--- src/rtl/iterative_alu.sv ---
// Execution-stage ALU: single-cycle logic/arith/compare, iterative shifter (SHIFT_STEP bits/cycle).
// Optional IllegalOp flag output enabled by defining ALU_ILLEGAL_OP_EN.
module iterative_alu #(
   parameter int DATA_WIDTH = 32,
   parameter int SHIFT_STEP = 1
) (
   input  logic                  clk,
   input  logic                  reset,
   input  logic                  in_valid,
   output logic                  in_ready,
   input  logic [3:0]            Operation,
   input  logic [DATA_WIDTH-1:0] SrcA,
   input  logic [DATA_WIDTH-1:0] SrcB,
   output logic                  out_valid,
   input  logic                  out_ready,
   output logic [DATA_WIDTH-1:0] ALUResult,
`ifdef ALU_ILLEGAL_OP_EN
   output logic                  Cond,
   output logic                  IllegalOp
`else
   output logic                  Cond
`endif
);

   localparam int SHW = $clog2(DATA_WIDTH);
   localparam int CW  = SHW + 1;

   localparam logic [3:0] OP_AND = 4'b0000;
   localparam logic [3:0] OP_OR  = 4'b0001;
   localparam logic [3:0] OP_ADD = 4'b0010;
   localparam logic [3:0] OP_SUB = 4'b0011;
   localparam logic [3:0] OP_XOR = 4'b0100;
   localparam logic [3:0] OP_SRL = 4'b0101;
   localparam logic [3:0] OP_SLL = 4'b0110;
   localparam logic [3:0] OP_SRA = 4'b0111;
   localparam logic [3:0] OP_EQ  = 4'b1000;
   localparam logic [3:0] OP_NE  = 4'b1010;
   localparam logic [3:0] OP_SLT = 4'b1100;

   typedef enum logic [1:0] {
      IDLE  = 2'b00,
      SHIFT = 2'b01,
      DONE  = 2'b10
   } state_t;

   state_t                state_r;
   state_t                state_nx_s;
   logic                  accept_s;
   logic                  is_shift_s;
   logic                  start_shift_s;
   logic [SHW-1:0]        shamt_s;
   logic                  slt_s;
   logic [DATA_WIDTH-1:0] alu_result_s;
   logic                  alu_cond_s;
   logic [1:0]            shift_op_r;
   logic [DATA_WIDTH-1:0] work_r;
   logic [DATA_WIDTH-1:0] work_nx_s;
   logic [SHW-1:0]        remaining_r;
   logic [SHW-1:0]        remaining_nx_s;
   logic [CW-1:0]         step_s;
   logic                  shift_last_s;
   logic [DATA_WIDTH-1:0] result_r;
   logic                  cond_r;
   logic                  out_valid_r;
`ifdef ALU_ILLEGAL_OP_EN
   logic                  alu_illegal_s;
   logic                  illegal_r;
`endif

   // DONE can hand off and accept in the same cycle, so out_ready feeds in_ready directly.
   assign in_ready      = (state_r == IDLE) || ((state_r == DONE) && out_ready);
   assign accept_s      = in_valid && in_ready;
   assign shamt_s       = SrcB[SHW-1:0];
   assign is_shift_s    = (Operation == OP_SRL) || (Operation == OP_SLL) || (Operation == OP_SRA);
   assign start_shift_s = is_shift_s && (shamt_s != '0);
   assign slt_s         = $signed(SrcA) < $signed(SrcB);

   assign ALUResult = result_r;
   assign Cond      = cond_r;
   assign out_valid = out_valid_r;
`ifdef ALU_ILLEGAL_OP_EN
   assign IllegalOp = illegal_r;
`endif

   // Single-cycle operation decode; shift codes yield SrcA for the zero-shift case.
   always_comb begin
      alu_result_s = '0;
      alu_cond_s   = 1'b0;
`ifdef ALU_ILLEGAL_OP_EN
      alu_illegal_s = 1'b0;
`endif
      case (Operation)
         OP_AND: alu_result_s = SrcA & SrcB;
         OP_OR:  alu_result_s = SrcA | SrcB;
         OP_ADD: alu_result_s = SrcA + SrcB;
         OP_SUB: alu_result_s = SrcA - SrcB;
         OP_XOR: alu_result_s = SrcA ^ SrcB;
         OP_SRL, OP_SLL, OP_SRA: alu_result_s = SrcA;
         OP_EQ: begin
            alu_result_s = SrcA - SrcB;
            alu_cond_s   = (SrcA == SrcB);
         end
         OP_NE: begin
            alu_result_s = SrcB;
            alu_cond_s   = (SrcA != SrcB);
         end
         OP_SLT: begin
            alu_result_s = {{(DATA_WIDTH-1){1'b0}}, slt_s};
            alu_cond_s   = slt_s;
         end
         default: begin
            alu_result_s = '0;
`ifdef ALU_ILLEGAL_OP_EN
            alu_illegal_s = 1'b1;
`endif
         end
      endcase
   end

   // One shift iteration: step is min(SHIFT_STEP, remaining).
   always_comb begin
      if ({1'b0, remaining_r} < CW'(SHIFT_STEP)) begin
         step_s = {1'b0, remaining_r};
      end else begin
         step_s = CW'(SHIFT_STEP);
      end
      case (shift_op_r)
         2'b10:   work_nx_s = work_r << step_s;
         2'b11:   work_nx_s = $unsigned($signed(work_r) >>> step_s);
         default: work_nx_s = work_r >> step_s;
      endcase
      remaining_nx_s = remaining_r - step_s[SHW-1:0];
      shift_last_s   = (remaining_nx_s == '0);
   end

   // Next-state logic.
   always_comb begin
      state_nx_s = state_r;
      case (state_r)
         IDLE: begin
            if (accept_s) begin
               state_nx_s = start_shift_s ? SHIFT : DONE;
            end else begin
               state_nx_s = IDLE;
            end
         end
         SHIFT: begin
            if (shift_last_s) begin
               state_nx_s = DONE;
            end else begin
               state_nx_s = SHIFT;
            end
         end
         DONE: begin
            if (accept_s) begin
               state_nx_s = start_shift_s ? SHIFT : DONE;
            end else if (out_ready) begin
               state_nx_s = IDLE;
            end else begin
               state_nx_s = DONE;
            end
         end
         default: state_nx_s = IDLE;
      endcase
   end

   // State, shift datapath and registered result/flags.
   always_ff @(posedge clk or negedge reset) begin
      if (!reset) begin
         state_r     <= IDLE;
         shift_op_r  <= 2'b00;
         work_r      <= '0;
         remaining_r <= '0;
         result_r    <= '0;
         cond_r      <= 1'b0;
         out_valid_r <= 1'b0;
`ifdef ALU_ILLEGAL_OP_EN
         illegal_r   <= 1'b0;
`endif
      end else begin
         state_r <= state_nx_s;
         if (accept_s && start_shift_s) begin
            work_r      <= SrcA;
            remaining_r <= shamt_s;
            shift_op_r  <= Operation[1:0];
            out_valid_r <= 1'b0;
         end else if (accept_s) begin
            result_r    <= alu_result_s;
            cond_r      <= alu_cond_s;
            out_valid_r <= 1'b1;
`ifdef ALU_ILLEGAL_OP_EN
            illegal_r   <= alu_illegal_s;
`endif
         end else if (state_r == SHIFT) begin
            work_r      <= work_nx_s;
            remaining_r <= remaining_nx_s;
            if (shift_last_s) begin
               result_r    <= work_nx_s;
               cond_r      <= 1'b0;
               out_valid_r <= 1'b1;
`ifdef ALU_ILLEGAL_OP_EN
               illegal_r   <= 1'b0;
`endif
            end
         end else if ((state_r == DONE) && out_ready) begin
            out_valid_r <= 1'b0;
         end
      end
   end

endmodule

--- config.mk ---
export PLATFORM = sky130hd
export DESIGN_NAME = iterative_alu
export DESIGN_NICKNAME = d
export VERILOG_FILES = /design/src/rtl/iterative_alu.sv
export SDC_FILE = /design/constraint.sdc
export NUM_CORES = 1
export LEC_CHECK = 0
export ABC_AREA = 1
export CORE_UTILIZATION = 47
export CTS_BUF_LIST = sky130_fd_sc_hd__clkbuf_4
export DETAILED_ROUTE_END_ITERATION = 8
export GPL_TIMING_DRIVEN = 0
export PLACE_DENSITY_LB_ADDON = 0.05
export SYNTH_ARGS = -nofsm -noshare
export SYNTH_HDL_FRONTEND = slang
export SYNTH_SLANG_ARGS = --single-unit
--- constraint.sdc ---
create_clock -name clk -period 1.8 [get_ports clk]
set_input_delay 0.36 -clock clk [delete_from_list [all_inputs] [get_ports clk]]
set_output_delay 0.36 -clock clk [all_outputs]
set_load 0.05 [all_outputs]
Word level (Yosys, flattened, before mapping)
Cells that the tools add are included.
{"block": "word_totals", "register_bits": 75, "input_bits": 72, "output_inout_bits": 35, "elab_cells": 84}
{"block": "classes", "addsub": 3, "magnitude_cmp": 2, "n_eq_ne": 18, "n_shift": 3, "n_mux": 27, "bitwise_logic": 4, "reduce_logical": 20}
{"cell": "32-bit case mux with 8 select lines", "count": 1}
{"cell": "32-bit 2-to-1 mux", "count": 6}
{"cell": "32-bit case mux with 2 select lines", "count": 1}
{"cell": "32-bit adder", "count": 1}
{"cell": "32-bit bitwise AND", "count": 1}
{"cell": "32-bit == test", "count": 1}
{"cell": "32-bit < comparator", "count": 1}
{"cell": "32-bit != test", "count": 1}
{"cell": "32-bit OR", "count": 1}
{"cell": "32-bit by 6-bit << shifter with 32-bit output", "count": 1}
{"cell": "32-bit by 6-bit >> shifter with 32-bit output", "count": 1}
{"cell": "32-bit by 6-bit >>> shifter with 32-bit output", "count": 1}
{"cell": "32-bit subtractor", "count": 1}
{"cell": "32-bit bitwise XOR", "count": 1}
{"cell": "5-bit 2-to-1 mux", "count": 4}
{"cell": "4-bit by 3-bit == test with 1-bit output (second input constant)", "count": 4}
{"cell": "4-bit == test (second input constant)", "count": 3}
{"cell": "2-bit 2-to-1 mux", "count": 5}
{"cell": "4-bit by 2-bit == test with 1-bit output (second input constant)", "count": 2}
{"cell": "1-bit 2-to-1 mux", "count": 8}
{"cell": "2-bit == test (second input constant)", "count": 3}
{"cell": "2-bit case mux with 3 select lines", "count": 1}
{"cell": "2-bit nonzero test", "count": 3}
{"cell": "5-bit logical NOT", "count": 1}
{"cell": "other kinds (18)", "count": 24}

Depth between registers and ports, before layout
Gate-level depths: netlist of run 1.
{"block": "depth", "word_depth": 8, "depth_mapped": 19, "ltp_nobuf": 18}

Worst setup path before layout of run 1
OpenSTA, ideal clock, no wires.
{"block": "synth_path", "path_type": "input port to flip-flop", "start": "input out_ready", "end": "register result_r[0] (netlist: ALUResult[0])", "setup_time_ps": 121, "arrival_ps": 1998, "t_required_ps": 1679, "slack_ps": -319, "stages": 10, "path_buffers": 1, "cell_sequence": "inv_1 > a21oi_2 > nand2_1 > inv_2 > nand2_1 > nand2_1 > nand2_4 > buf_4 > nor2_1 > a21oi_2"}
{"block": "synth_between", "elab_chain_cells": 6, "word_cells_on_any_way": 9, "cone_classes": "1 x mux; 1 x bitwise; 7 x reduce/logical"}
{"element": "from (decl)", "line": "15", "text": "input logic out_ready,"}
{"element": "1-bit logical AND (*)", "line": "71", "text": "assign in_ready = (state_r == IDLE) || ((state_r == DONE) && out_ready);"}
{"element": "1-bit logical OR (*)", "line": "71"}
{"element": "named net in_ready", "line": "10", "text": "output logic in_ready,"}
{"element": "1-bit logical AND (*)", "line": "72", "text": "assign accept_s = in_valid && in_ready;"}
{"element": "1-bit logical AND", "line": "182", "text": "if (accept_s && start_shift_s) begin"}
{"element": "1-bit NOT (no source line)"}
{"element": "3-bit AND reduction (no source line)"}
{"element": "to (signal assigned)", "line": "188", "text": "result_r <= alu_result_s;"}
{"element": "to (signal assigned)", "line": "198", "text": "result_r <= work_nx_s;"}
{"element": "to (decl)", "line": "62", "text": "logic [DATA_WIDTH-1:0] result_r;"}
Mark *: on every way through the listed nets, which the timed path passes. The rest lies on a longest branch.
A chain may end at the register's enable or synchronous reset.

Worst setup path after layout of run 1
{"block": "layout_path", "start": "register remaining_r[1]", "end": "register result_r[16] (netlist: ALUResult[16])"}
{"block": "layout_between", "elab_chain_cells": 7, "word_cells_on_any_way": 13, "cone_classes": "1 x add/sub; 1 x order compare; 3 x shift; 5 x mux; 3 x reduce/logical"}
{"element": "from (decl)", "line": "58", "text": "logic [SHW-1:0] remaining_r;"}
{"element": "from (signal assigned)", "line": "184", "text": "remaining_r <= shamt_s;"}
{"element": "from (signal assigned)", "line": "196", "text": "remaining_r <= remaining_nx_s;"}
{"element": "5-bit by 1-bit < comparator with 1-bit output", "line": "122", "text": "if ({1'b0, remaining_r} < CW'(SHIFT_STEP)) begin"}
{"element": "5-bit 2-to-1 mux", "line": "122"}
{"element": "32-bit by 6-bit >> shifter with 32-bit output, or another cell as far along", "line": "130", "text": "default: work_nx_s = work_r >> step_s;"}
{"element": "32-bit case mux with 2 select lines", "line": "127", "text": "case (shift_op_r)"}
{"element": "32-bit 2-to-1 mux", "line": "197", "text": "if (shift_last_s) begin"}
{"element": "32-bit 2-to-1 mux", "line": "194", "text": "end else if (state_r == SHIFT) begin"}
{"element": "32-bit 2-to-1 mux", "line": "187", "text": "end else if (accept_s) begin"}
Several ways; a longest one is shown, not always the timed one. The select of a mux whose other input is x is not followed.

==> flow_metrics.env, run 1 <==
export IMPL_grt_pass1_wl_um=77820
export IMPL_fin_crit_sh=1.102
export IMPL_synth_area_um2=11110
export IMPL_drt_wl_total_um=52200
export IMPL_ys_ff_latch=75
export IMPL_tightest_slew_ns=0.6281
export IMPL_die_w_um=155.7
export IMPL_final_max_slew_violation_count=0
export IMPL_gr_total_overflow=0
export IMPL_seq_area_um2=1878
export IMPL_h_tree_depth=3
export IMPL_crit_fanout=5
export IMPL_ys_seq_area_frac=0.1690
export IMPL_rows=55
export IMPL_drv_cap=0
export IMPL_vdd_ir_drop_worst_mv=1.130
export IMPL_root_buffer="clkbuf_4"
export IMPL_tns_ns=-5.274
export IMPL_antenna_found_initial=1
export IMPL_fin_util=0.7077
export IMPL_leakagePower_nw=8.147
export IMPL_syn_mean_instance_area_um2=5.798
export IMPL_fmax_mhz=503.9
export IMPL_critPathCaptureType="register"
export IMPL_crit_required_ns=2.17
export IMPL_crit_type="register to register"
export IMPL_grt_start_max_net_pins=49
export IMPL_synth_warnings=0
export IMPL_failed_checks="setup timing"
export IMPL_fin_worst_skew_ns=0.01339
export IMPL_powerDensity_nw_per_um2=989.2
export IMPL_drcViolationCount=0
export IMPL_cts_buffers_inserted=9
export IMPL_drt_iter0_markers=1616
export IMPL_grt_util_all_layers=0.4283
export IMPL_drive_gt1_frac=0.3608
export IMPL_final_common_cell="nand2_1"
export IMPL_synth_edf_count=0
export IMPL_grt_setup_unrepaired="true"
export IMPL_die_area_um2=24250
export IMPL_start_kind="register"
export IMPL_clock_sinks=75
export IMPL_clk_latency_ns=0.47
export IMPL_syn_to_final_growth_pct=46.00
export IMPL_wl_met2_um=22540
export IMPL_fin_ws_ns=-0.1844
export IMPL_synthAdderAreaFrac=0.1264
export IMPL_synthDistinctLibCells=44
export IMPL_relSlewSlack=0.5812
export IMPL_wl_met3_um=5115
export IMPL_multiInputGateArea_um2=9514
export IMPL_synthArstFlopShare=1.000
export IMPL_yosys_area_share_simple=0.3648
export IMPL_mostFrequentLayoutCells="nand2_1, inv_1, buf_4"
export IMPL_synth_top_family_by_area="simple AND/OR/NAND/NOR gates"
export IMPL_routabilityCongestion=0.9934
export IMPL_final_nets=2348
export IMPL_cts_path_max_buffers=2
export IMPL_dp_hpwl_um=37900
export IMPL_boundaryPins=107
export IMPL_n_fill_cell=2036
export IMPL_synthMuxAreaShare=0
export IMPL_synth_compound_area_frac=0.1748
export IMPL_cts_tree="yes"
export IMPL_core_um2=22920
export IMPL_drtAntennaViolNets=0
export IMPL_port_buffers=106
export IMPL_yosys_most_used_dff="dfrtp_1"
export IMPL_min_delay_path_class="input port to register"
export IMPL_vias_per_cell=5.749
export IMPL_grt_pass1_vias=13550
export IMPL_highest_layer="met4"
export IMPL_die_h_um=155.7
export IMPL_setup_viol=55
export IMPL_wl_met1_um=20690
export IMPL_synth_xor_area_frac=0.001577
export IMPL_cp_arrival_ns=2.35
export IMPL_finalHoldViolCount=0
export IMPL_period_minus_slack_ns=1.984
export IMPL_synthesis_nets=2099
export IMPL_synthCells=1916
export IMPL_wl_per_cell_um=21.02
export IMPL_initial_core_util=0.4847
export IMPL_status="complete, but fails checks"
export IMPL_drt_pass1_iter_count=6
export IMPL_vias=14280
export IMPL_clk_pin_slew_worst_paths_ns=0.14
final timing paths:
| path | start | endpoint | slack (ns) | cells past startpoint |
|---|---|---|---|---|
| max | remaining_r[1]$_DFFE_PN0P_ | ALUResult[16]$_DFFE_PN0P_ | -0.18 | 12 |
| min | SrcB[1] | remaining_r[1]$_DFFE_PN0P_ | 0.18 | 3 |
| min in group asynchronous | reset | remaining_r[4]$_DFFE_PN0P_ | 0.37 | 2 |
| max in group asynchronous | reset | ALUResult[22]$_DFFE_PN0P_ | 0.84 | 3 |
| min reg2reg | Cond$_DFFE_PN0P_ | Cond$_DFFE_PN0P_ | 0.50 | 2 |
| max reg2reg | remaining_r[1]$_DFFE_PN0P_ | ALUResult[16]$_DFFE_PN0P_ | -0.18 | 12 |
power by group:
part | leakage, nW | total (mW) | internal, mW | switching, mW
registers | 0.901 | 3.16 | 2.50 | 0.659
logic | 7.17 | 11.6 | 4.13 | 7.50
clock network | 0.0796 | 1.26 | 0.557 | 0.699
total | 8.15 | 16.0 | 7.19 | 8.86
logic make-up (layout without fill, tap and decap cells):
logic type	count (synthesis)	count (layout)
AO/OA/AOI/OAI	312	312
XOR/XNOR	2	2
adder cells (fa/ha/maj)	111	111
buffers and inverters	441	694
flip-flops	75	75
other	0	1
AND/OR/NAND/NOR	975	976
synth_stat cells (15+ instances only):
| cell | count | area [µm²] |
|---|---|---|
| nor2_2 | 15 | 93.84 |
| o21ai_0 | 71 | 355.3 |
| buf_2 | 37 | 185.2 |
| nand2_1 | 560 | 2102 |
| a21oi_1 | 79 | 395.4 |
| clkbuf_1 | 18 | 67.56 |
| nand3_1 | 144 | 720.7 |
| dfrtp_1 | 75 | 1877 |
| ha_1 | 109 | 1364 |
| o22ai_1 | 58 | 362.9 |
| inv_1 | 348 | 1306 |
| nor2_1 | 189 | 709.4 |
| nor3_1 | 27 | 135.1 |
| o221ai_1 | 53 | 464.2 |
layer usage:
metal / vias up / global-route usage
li1: 6673 / -
met1: 6565 / 0.5400
met2: 842 / 0.6699
met3: 201 / 0.07639
met4: 0 / 0.2848
met5: - / 0
state kept, by name (all words and copies together), names as in the netlist:
name / cells
Cond: 1
work_r: 32
out_valid: 1
ALUResult: 32
state_r: 2
remaining_r: 5
shift_op_r: 2
layout make-up:
class                   count  area share
diodes                      1   0.0001543
plain buffers              75     0.04490
clock buffers               9    0.004166
clock inverters             7    0.005709
inverters                 363     0.09127
multi-input cells        1401      0.5866
flip-flops and latches     75      0.1158
well taps                 313     0.02415
repair buffers            240      0.1272
per-stage QoR:
| step | hold WS, ns | instances | instance area, µm² | power, mW | setup WS (ns) |
|---|---|---|---|---|---|
| 2_1_floorplan | 0.06441 | 1916 | 11440 | 9.183 | -0.1030 |
| 3_3_place_gp | 0.4678 | 2335 | 12890 | 11.94 | -2.298 |
| 3_5_place_dp | 0.3110 | 2336 | 12920 | 12.06 | -1.495 |
| 4_1_cts | 0.1486 | 2475 | 15930 | 15.18 | -0.1717 |
| 5_1_grt | 0.1770 | 2484 | 16220 | 16.88 | -0.2647 |
| 6_report | 0.1752 | 2484 | 16220 | 16.04 | -0.1844 |
worst max-delay path: stages (launching register included):
cell and delay, ns:
dfrtp_1 0.46, nor2_4 0.12, buf_6 0.12, nand2_1 0.08, o21ai_2 0.15, nand3b_1 0.23
nand2_4 0.10, nand2_8 0.12, clkinv_8 0.08, buf_12 0.13, buf_8 0.13, nor2_4 0.11
a21oi_2 0.05
repair_timing:
item | 4_1_cts | 5_1_grt
setup endpoints to repair | 109 | 61
hold buffers | 1 | 0
gates cloned | 11 | 0
endpoints found under the hold margin | 27 | 0
resized for setup | 837 | 92
pin swaps | 159 | 35
buffers inserted | 114 | 10
Power figures use the tool's default switching activity.
==> run 2: changes to the inputs <==
TNS_END_PERCENT = 10   (was unset)
==> flow_metrics.env, run 2 (synthesis gave the netlist of run 1 again) <==
export IMPL_vias=14180
export IMPL_post_place_ws_ns=-1.511
export IMPL_mostFrequentLayoutCells="nand2_1, inv_1, nor2_1"
export IMPL_busiest_layer="met2"
export IMPL_final_common_cell="nand2_1"
export IMPL_port_buffers=106
export IMPL_drcViolationCount=0
export IMPL_final_nets=2312
export IMPL_relSlewSlack=0.6051
export IMPL_core_um2=22920
export IMPL_antenna_found_initial=2
export IMPL_vias_per_cell=5.793
export IMPL_fin_util=0.6803
export IMPL_routabilityCongestion=0.9942
export IMPL_cts_tree="yes"
export IMPL_drt_pass1_iter_count=5
export IMPL_clk_latency_ns=0.47
export IMPL_drt_iter0_markers=1390
export IMPL_crit_required_ns=2.20
export IMPL_finalHoldViolCount=0
export IMPL_initial_core_util=0.4847
export IMPL_met2_usage=0.6462
export IMPL_drive_gt1_frac=0.3418
export IMPL_grt_setup_unrepaired="true"
export IMPL_dp_hpwl_um=37740
export IMPL_grt_start_max_net_pins=49
export IMPL_die_area_um2=24250
export IMPL_failed_checks="setup timing"
export IMPL_setup_viol=33
export IMPL_cp_arrival_ns=2.38
export IMPL_powerDensity_nw_per_um2=978.7
export IMPL_reg2reg_slack_ns=-0.15
export IMPL_clock_sinks=75
export IMPL_use_met1=0.5233
export IMPL_crit_type="input port to register"
export IMPL_cts_buffers_inserted=9
export IMPL_period_minus_slack_ns=1.983
export IMPL_boundaryPins=107
export IMPL_die_w_um=155.7
export IMPL_grt_util_all_layers=0.4135
export IMPL_fmax_mhz=504.2
export IMPL_drtAntennaViolNets=0
export IMPL_fin_ws_ns=-0.1832
export IMPL_wl_per_cell_um=20.62
export IMPL_gr_total_overflow=0
export IMPL_leakagePower_nw=7.880
export IMPL_syn_to_final_growth_pct=40.34
export IMPL_grt_use_met3=0.07556
export IMPL_h_tree_depth=3
export IMPL_clk_pin_slew_worst_paths_ns=0.13
export IMPL_hold_worst_slack_ns=0.1882
export IMPL_drt_wl_total_um=50450
export IMPL_start_kind="input port"
export IMPL_drv_cap=0
export IMPL_vdd_ir_drop_worst_mv=0.9230
export IMPL_cts_path_max_buffers=2
export IMPL_fin_cells=2447
export IMPL_grt_pass1_wl_um=75530
export IMPL_grt_pass1_vias=13390
export IMPL_final_max_slew_violation_count=0
export IMPL_die_h_um=155.7
export IMPL_root_buffer="clkbuf_4"
export IMPL_rows=55
export IMPL_fin_worst_skew_ns=0.01913
export IMPL_fin_crit_sh=1.102
export IMPL_min_delay_path_class="input port to register"
export IMPL_tightest_slew_ns=0.5923
export IMPL_crit_fanout=7
export IMPL_critPathCaptureType="register"
export IMPL_dp_cells=2336
export IMPL_status="complete, but fails checks"
[run 2: changes by cell type in the layout (fill, tap and decap cells not counted), moves of 8 or more]
| cell | before | now |
|---|---|---|
| inv_4 | 28 | 20 |
| inv_2 | 79 | 97 |
| buf_6 | 37 | 29 |
| buf_4 | 126 | 98 |
| inv_1 | 250 | 239 |
| o21ai_1 | 20 | 31 |
[run 2: metal layers]
layer  part of all wire  wire length, µm
met5                  0                0
met3              0.093             4698
met2               0.43            21840
met4              0.074             3756
met1               0.40            20150
[run 2: worst paths after layout]
kind	end	from	cells after the start
setup / recovery	ALUResult[7]$_DFFE_PN0P_	SrcA[2]	14
hold / removal	remaining_r[1]$_DFFE_PN0P_	SrcB[1]	3
setup reg to reg	ALUResult[29]$_DFFE_PN0P_	remaining_r[1]$_DFFE_PN0P_	12
hold reg to reg	ALUResult[9]$_DFFE_PN0P_	ALUResult[9]$_DFFE_PN0P_	2
max in group asynchronous	ALUResult[18]$_DFFE_PN0P_	reset	3
min in group asynchronous	remaining_r[4]$_DFFE_PN0P_	reset	2
[run 2: worst max-delay path, cell delays in order]
cell      delay, ns
buf_2          0.11
inv_2          0.05
ha_4           0.27
buf_8          0.13
inv_8          0.05
a21oi_4        0.18
nand2_4        0.09
nand2_1        0.09
nand2_2        0.10
o21ai_1        0.14
inv_1          0.05
o211ai_1       0.44
nand2_1        0.17
a21oi_2        0.14
[run 2: metrics by stage]
step | TNS, ns | power (mW) | area (µm²)
2_1_floorplan | -1.344 | 9.144 | 11360
3_5_place_dp | -71.60 | 12.04 | 12830
5_1_grt | -5.247 | 16.16 | 15590
3_3_place_gp | -245.05 | 11.91 | 12810
6_report | -3.285 | 15.26 | 15590
4_1_cts | -2.331 | 14.43 | 15130
[run 2: power breakdown]
group	switching, mW	total (mW)	internal [mW]
Clock	0.655	1.20	0.546
Combinational	7.19	11.0	3.76
Sequential	0.603	3.11	2.50
Total	8.45	15.3	6.81
[run 2: what timing repair did]
item                                    CTS  global route
buffers inserted                         79            11
endpoints found under the hold margin    27             0
hold buffers                              1             0
endpoints found under the setup margin  109            76
resized for setup                       740           159
pin swaps                               119            54
cloned                                    6             1
[run 2: area by class of cell]
class / count / area, µm²
fill: 2162 / 7327
buffer: 75 / 708.2
clock inverter: 6 / 81.33
tap: 313 / 391.6
inverter: 363 / 1456
multi-input combinational: 1400 / 9298
sequential: 75 / 1878
antenna: 1 / 2.502
timing repair buffer: 205 / 1705
clock buffer: 9 / 67.56
==> edit 1 (settings of run 1) <==
Add a define of `ALU_ILLEGAL_OP_EN`.
--- a/src/rtl/iterative_alu.sv
+++ b/src/rtl/iterative_alu.sv
@@ -1,5 +1,7 @@
 // Execution-stage ALU: single-cycle logic/arith/compare, iterative shifter (SHIFT_STEP bits/cycle).
 // Optional IllegalOp flag output enabled by defining ALU_ILLEGAL_OP_EN.
+`define ALU_ILLEGAL_OP_EN
+
 module iterative_alu #(
    parameter int DATA_WIDTH = 32,
    parameter int SHIFT_STEP = 1
Function (old outputs only; new: IllegalOp): kept (equiv_simple and equiv_induct, registers matched by name and starting in step).
==> edit 1 against run 1 <==
- the flow still finishes with violations (setup timing)
- sequential cell count is 1 higher
- setup slack worse by 0.19 ns
- total power is 5.1% lower
- design area is 5.6% lower
- wire length is 7.5% lower
- utilization is 3.8 points lower
- largest power group unchanged
- largest cell class unchanged
- worst hold slack better by 0.083 ns
- synthesized area is 0.47% lower
==> edit 1: results (changes against run 1) <==
[run_status]
run_status = finished, violations left
violations = setup timing

[sta]
fin_skew_ns = 0.01664  ; +0.003247 ns
max_slew.worst_pin.slew_ns = 0.7758  ; +0.1477 ns
setup_viol = 35  ; -36%
setup_ws_ns = -0.3784  ; -0.1941 ns
fin_hold_ws_ns = 0.2585  ; +0.08331 ns

[power]
power.static_leakage_nw = 7.812  ; -4.1%

[yosys]
ys_top_cells_by_area = sky130_fd_sc_hd__nand2_1, sky130_fd_sc_hd__dfrtp_1, sky130_fd_sc_hd__ha_1
synth_sequential_area_ratio_pct = 17.20  ; +0.31 points

[min_path]
holdCritPathClass = in2async

[place]
dp_hpwl_mm = 37.15  ; -2.0%
placement.setup.worst_slack_ns = -1.407  ; +0.08724 ns

[final_layout]
post_route_cells_drive_above_1_share_pct = 28.92  ; -7.2 points

[grt]
track_usage_pct = 39.85  ; -3.0 points
grt_max_degree = 67  ; +37%
first_global_vias = 13120  ; -3.2%

[clock_network]
number_of_buffers_inserted_to_repair_setup_after_cts = 74  ; -35%

[critical_path]
cpPeakStageDelay_ns = 0.44  ; -0.02 ns
critPathCapture = ALUResult[14]$_DFFE_PN0P_
path_max_fanout = 10  ; +5
critical_path_arrival_ns = 2.52  ; +0.17 ns
worst_r2r_path_depth = 13  ; +1

[routing]
avgViaCountPerCell = 5.716  ; -0.58%
dr.pass1.iters = 8  ; +2

[edit 1: changes by cell type in the layout (fill, tap and decap cells not counted), sizes merged, moves of 11 or more]
| cell | change |
|---|---|
| clkdlybuf4s15 | +13 |
| nand3 | -26 |
| dlygate4sd2 | +21 |
| nor3 | -17 |
| buf | -92 |
| nor2 | -14 |
| a21oi | +13 |
| a211oi | +11 |
[edit 1: kinds of logic (layout without fill, tap and decap cells)]
group / Yosys count / in the layout / share of synthesized area (%)
DFF: 76 / 76 / 17.20
AOI/OAI and AO/OA: 341 / 341 / 19.34
buffers and inverters: 443 / 651 / 16.53
and+or+nand+nor: 923 / 923 / 34.22
adders and majority gates: 111 / 111 / 12.70
[edit 1: final cells by class]
cell class | count | area (µm²) | area share (%)
Timing Repair Buffer | 200 | 1823 | 11.91
Sequential cell | 76 | 1902 | 12.43
Clock inverter | 6 | 87.58 | 0.5723
Buffer | 66 | 608.1 | 3.974
Inverter | 369 | 1446 | 9.451
Tap cell | 313 | 391.6 | 2.559
Multi-Input combinational cell | 1375 | 8970 | 58.61
Clock buffer | 10 | 75.07 | 0.4906
[edit 1: power by group through the flow]
stage | sequential [mW] | clock, mW | combinational (mW)
global route | 3.28 | 1.33 | 11.6
floorplan | 4.37 | 0 | 4.98
finish | 3.21 | 1.24 | 10.8
detailed placement | 3.16 | 0 | 9.04
global placement | 3.15 | 0 | 8.86
CTS | 3.13 | 1.24 | 9.70
[edit 1: per-layer routing]
metal  vias to the layer above  GRT usage (%)  part of all wire (%)
met5                         -              0                     0
met4                         0          23.62                   6.8
met3                       167          5.571                   8.8
met2                       775          63.85                    45
met1                      6363          51.03                    40
li1                       6499              -                     -
==> edit 2 (flow settings as in run 1) <==
Without the edit above. Reset style: synchronous (`reset`), changed in one clocked block.
--- a/src/rtl/iterative_alu.sv
+++ b/src/rtl/iterative_alu.sv
@@ -165,7 +165,7 @@
    end
 
    // State, shift datapath and registered result/flags.
-   always_ff @(posedge clk or negedge reset) begin
+   always_ff @(posedge clk) begin
       if (!reset) begin
          state_r     <= IDLE;
          shift_op_r  <= 2'b00;
Behaviour: differs if reset is asserted again (counterexample within 4 cycles, from zero or initial values and one cycle with reset low); with reset held inactive, the same outputs for 4 cycles.
==> edit 2 against run 1 <==
- the flow still finishes with violations (setup timing)
- die area increased by 0.99%
- setup slack got worse by 0.15 ns
- design area fell by 3.2%
- global-route usage down 0.19 points
- synthesized area rose by 1.0%
- sequential cell count stayed put
- wire length increased by 2.6%
- critical path type unchanged
- critical endpoint is now ALUResult[3]$_SDFFE_PN0P_
Power is not compared: it rests on default switching activity, and its combinational part moved more than twofold at a synthesized area within 25%.
==> edit 2: results (changes against run 1) <==
[place]
gp_congestion = 1.013  ; +2.0%
placement.setup.worst_slack_ns = -1.603  ; -0.1080 ns
dp_hpwl_mm = 40.40  ; +6.6%
place.port_buffers = 105  ; -0.94%

[sta]
setup_ws_ns = -0.3331  ; -0.1487 ns
tns_ns = -8.964  ; -3.690 ns
fin_skew_ns = 0.02960  ; +0.01621 ns
setup_viol = 53  ; -3.6%
max_slew.worst_pin.slew_ns = 0.7723  ; +0.1442 ns

[clock_network]
clkTransAtPathRegs_ns = 0.16  ; +0.02 ns

[final_layout]
finish.cell_count_without_fillers = 2533  ; +2.0%
finalNetCount = 2391  ; +1.8%
post_route_cells_drive_above_1_share_pct = 31.63  ; -4.5 points

[yosys]
syn_nets = 2186  ; +4.1%
synth_sequential_area_ratio_pct = 13.38  ; -3.5 points
yosys_most_used_dff = sky130_fd_sc_hd__dfxtp_1
netlist_top_cells_count = sky130_fd_sc_hd__nand2_1, sky130_fd_sc_hd__inv_1, sky130_fd_sc_hd__nor2_1, sky130_fd_sc_hd__nand3_1, sky130_fd_sc_hd__ha_1
number_of_different_library_cells_in_the_post_synthesis_netlist = 49  ; +11%
netlist_instances = 2003  ; +4.5%
ys_top_cells_by_area = sky130_fd_sc_hd__nand2_1, sky130_fd_sc_hd__dfxtp_1, sky130_fd_sc_hd__inv_1
muxShareOfSynthArea_pct = 0.08922  ; +0.089 points
synthAdderAreaFrac_pct = 12.51  ; -0.13 points
yosys.area_share.xor_xnor_pct = 0.2342  ; +0.076 points
async_flop_share_pct = 0  ; -100 points

[grt]
track_usage_pct = 42.63  ; -0.19 points
grt_max_degree = 14  ; -71%
first_global_vias = 13690  ; +1.0%

[routing]
avgViaCountPerCell = 5.796  ; +0.81%
drt-wirelength-per-cell_um = 21.14  ; +0.61%

[run_status]
violations = setup timing
run_status = finished, violations left

[critical_path]
crit_slowest_cell = sky130_fd_sc_hd__dfxtp_2
critical_path_arrival_ns = 2.54  ; +0.19 ns
path_max_fanout = 8  ; +3

## edit 2: changes by cell type after synthesis, sizes merged, moves of 4 or more
cell	change
or2	+4
o211ai	+5
nand4	+4
nor2	-13
a211oi	+15
dfxtp	+75
dfrtp	-75
inv	+28
nand2	+26
o21ai	+24
o221ai	-21
a221oi	+4
nor3	-12
a21oi	+10
## edit 2: tightest hold or removal path: stages
cell and delay [ns]:
sky130_fd_sc_hd__buf_2 0.15, sky130_fd_sc_hd__nor2_1 0.11, sky130_fd_sc_hd__a211oi_1 0.05
## edit 2: path summary, 6_finish.rpt
kind | depth (start not counted) | startpoint | end | slack [ns]
max | 16 | remaining_r[4]$_SDFFE_PN0P_ | ALUResult[3]$_SDFFE_PN0P_ | -0.33
min | 3 | SrcB[4] | remaining_r[4]$_SDFFE_PN0P_ | 0.22
max reg2reg | 16 | remaining_r[4]$_SDFFE_PN0P_ | ALUResult[3]$_SDFFE_PN0P_ | -0.33
min reg2reg | 2 | out_valid$_SDFFE_PP0P_ | out_valid$_SDFFE_PP0P_ | 0.48
## edit 2: repair_timing
action                     4_1_cts  5_1_grt
gates cloned                     2        2
resized for setup              559      245
pin swaps                       78       55
setup endpoints to repair      109       76
setup buffers                   66       26
## edit 2: area by class of cell
cell class,instances,area [µm²]
Fill cell,2246,7770
Multi-Input combinational cell,1454,9659
Buffer,77,729.5
Clock buffer,10,75.07
Antenna cell,1,2.502
Timing Repair Buffer,199,1722
Sequential cell,75,1508
Tap cell,319,399.1
Inverter,392,1543
Clock inverter,6,65.06
## edit 2: metal layers
metal	vias up	part of all wire, %	global-route usage, %
met5	-	0	0
met4	0	7.4	26.84
met3	201	11	8.197
met2	862	43	66.22
met1	6800	39	54.07
li1	6818	-	-
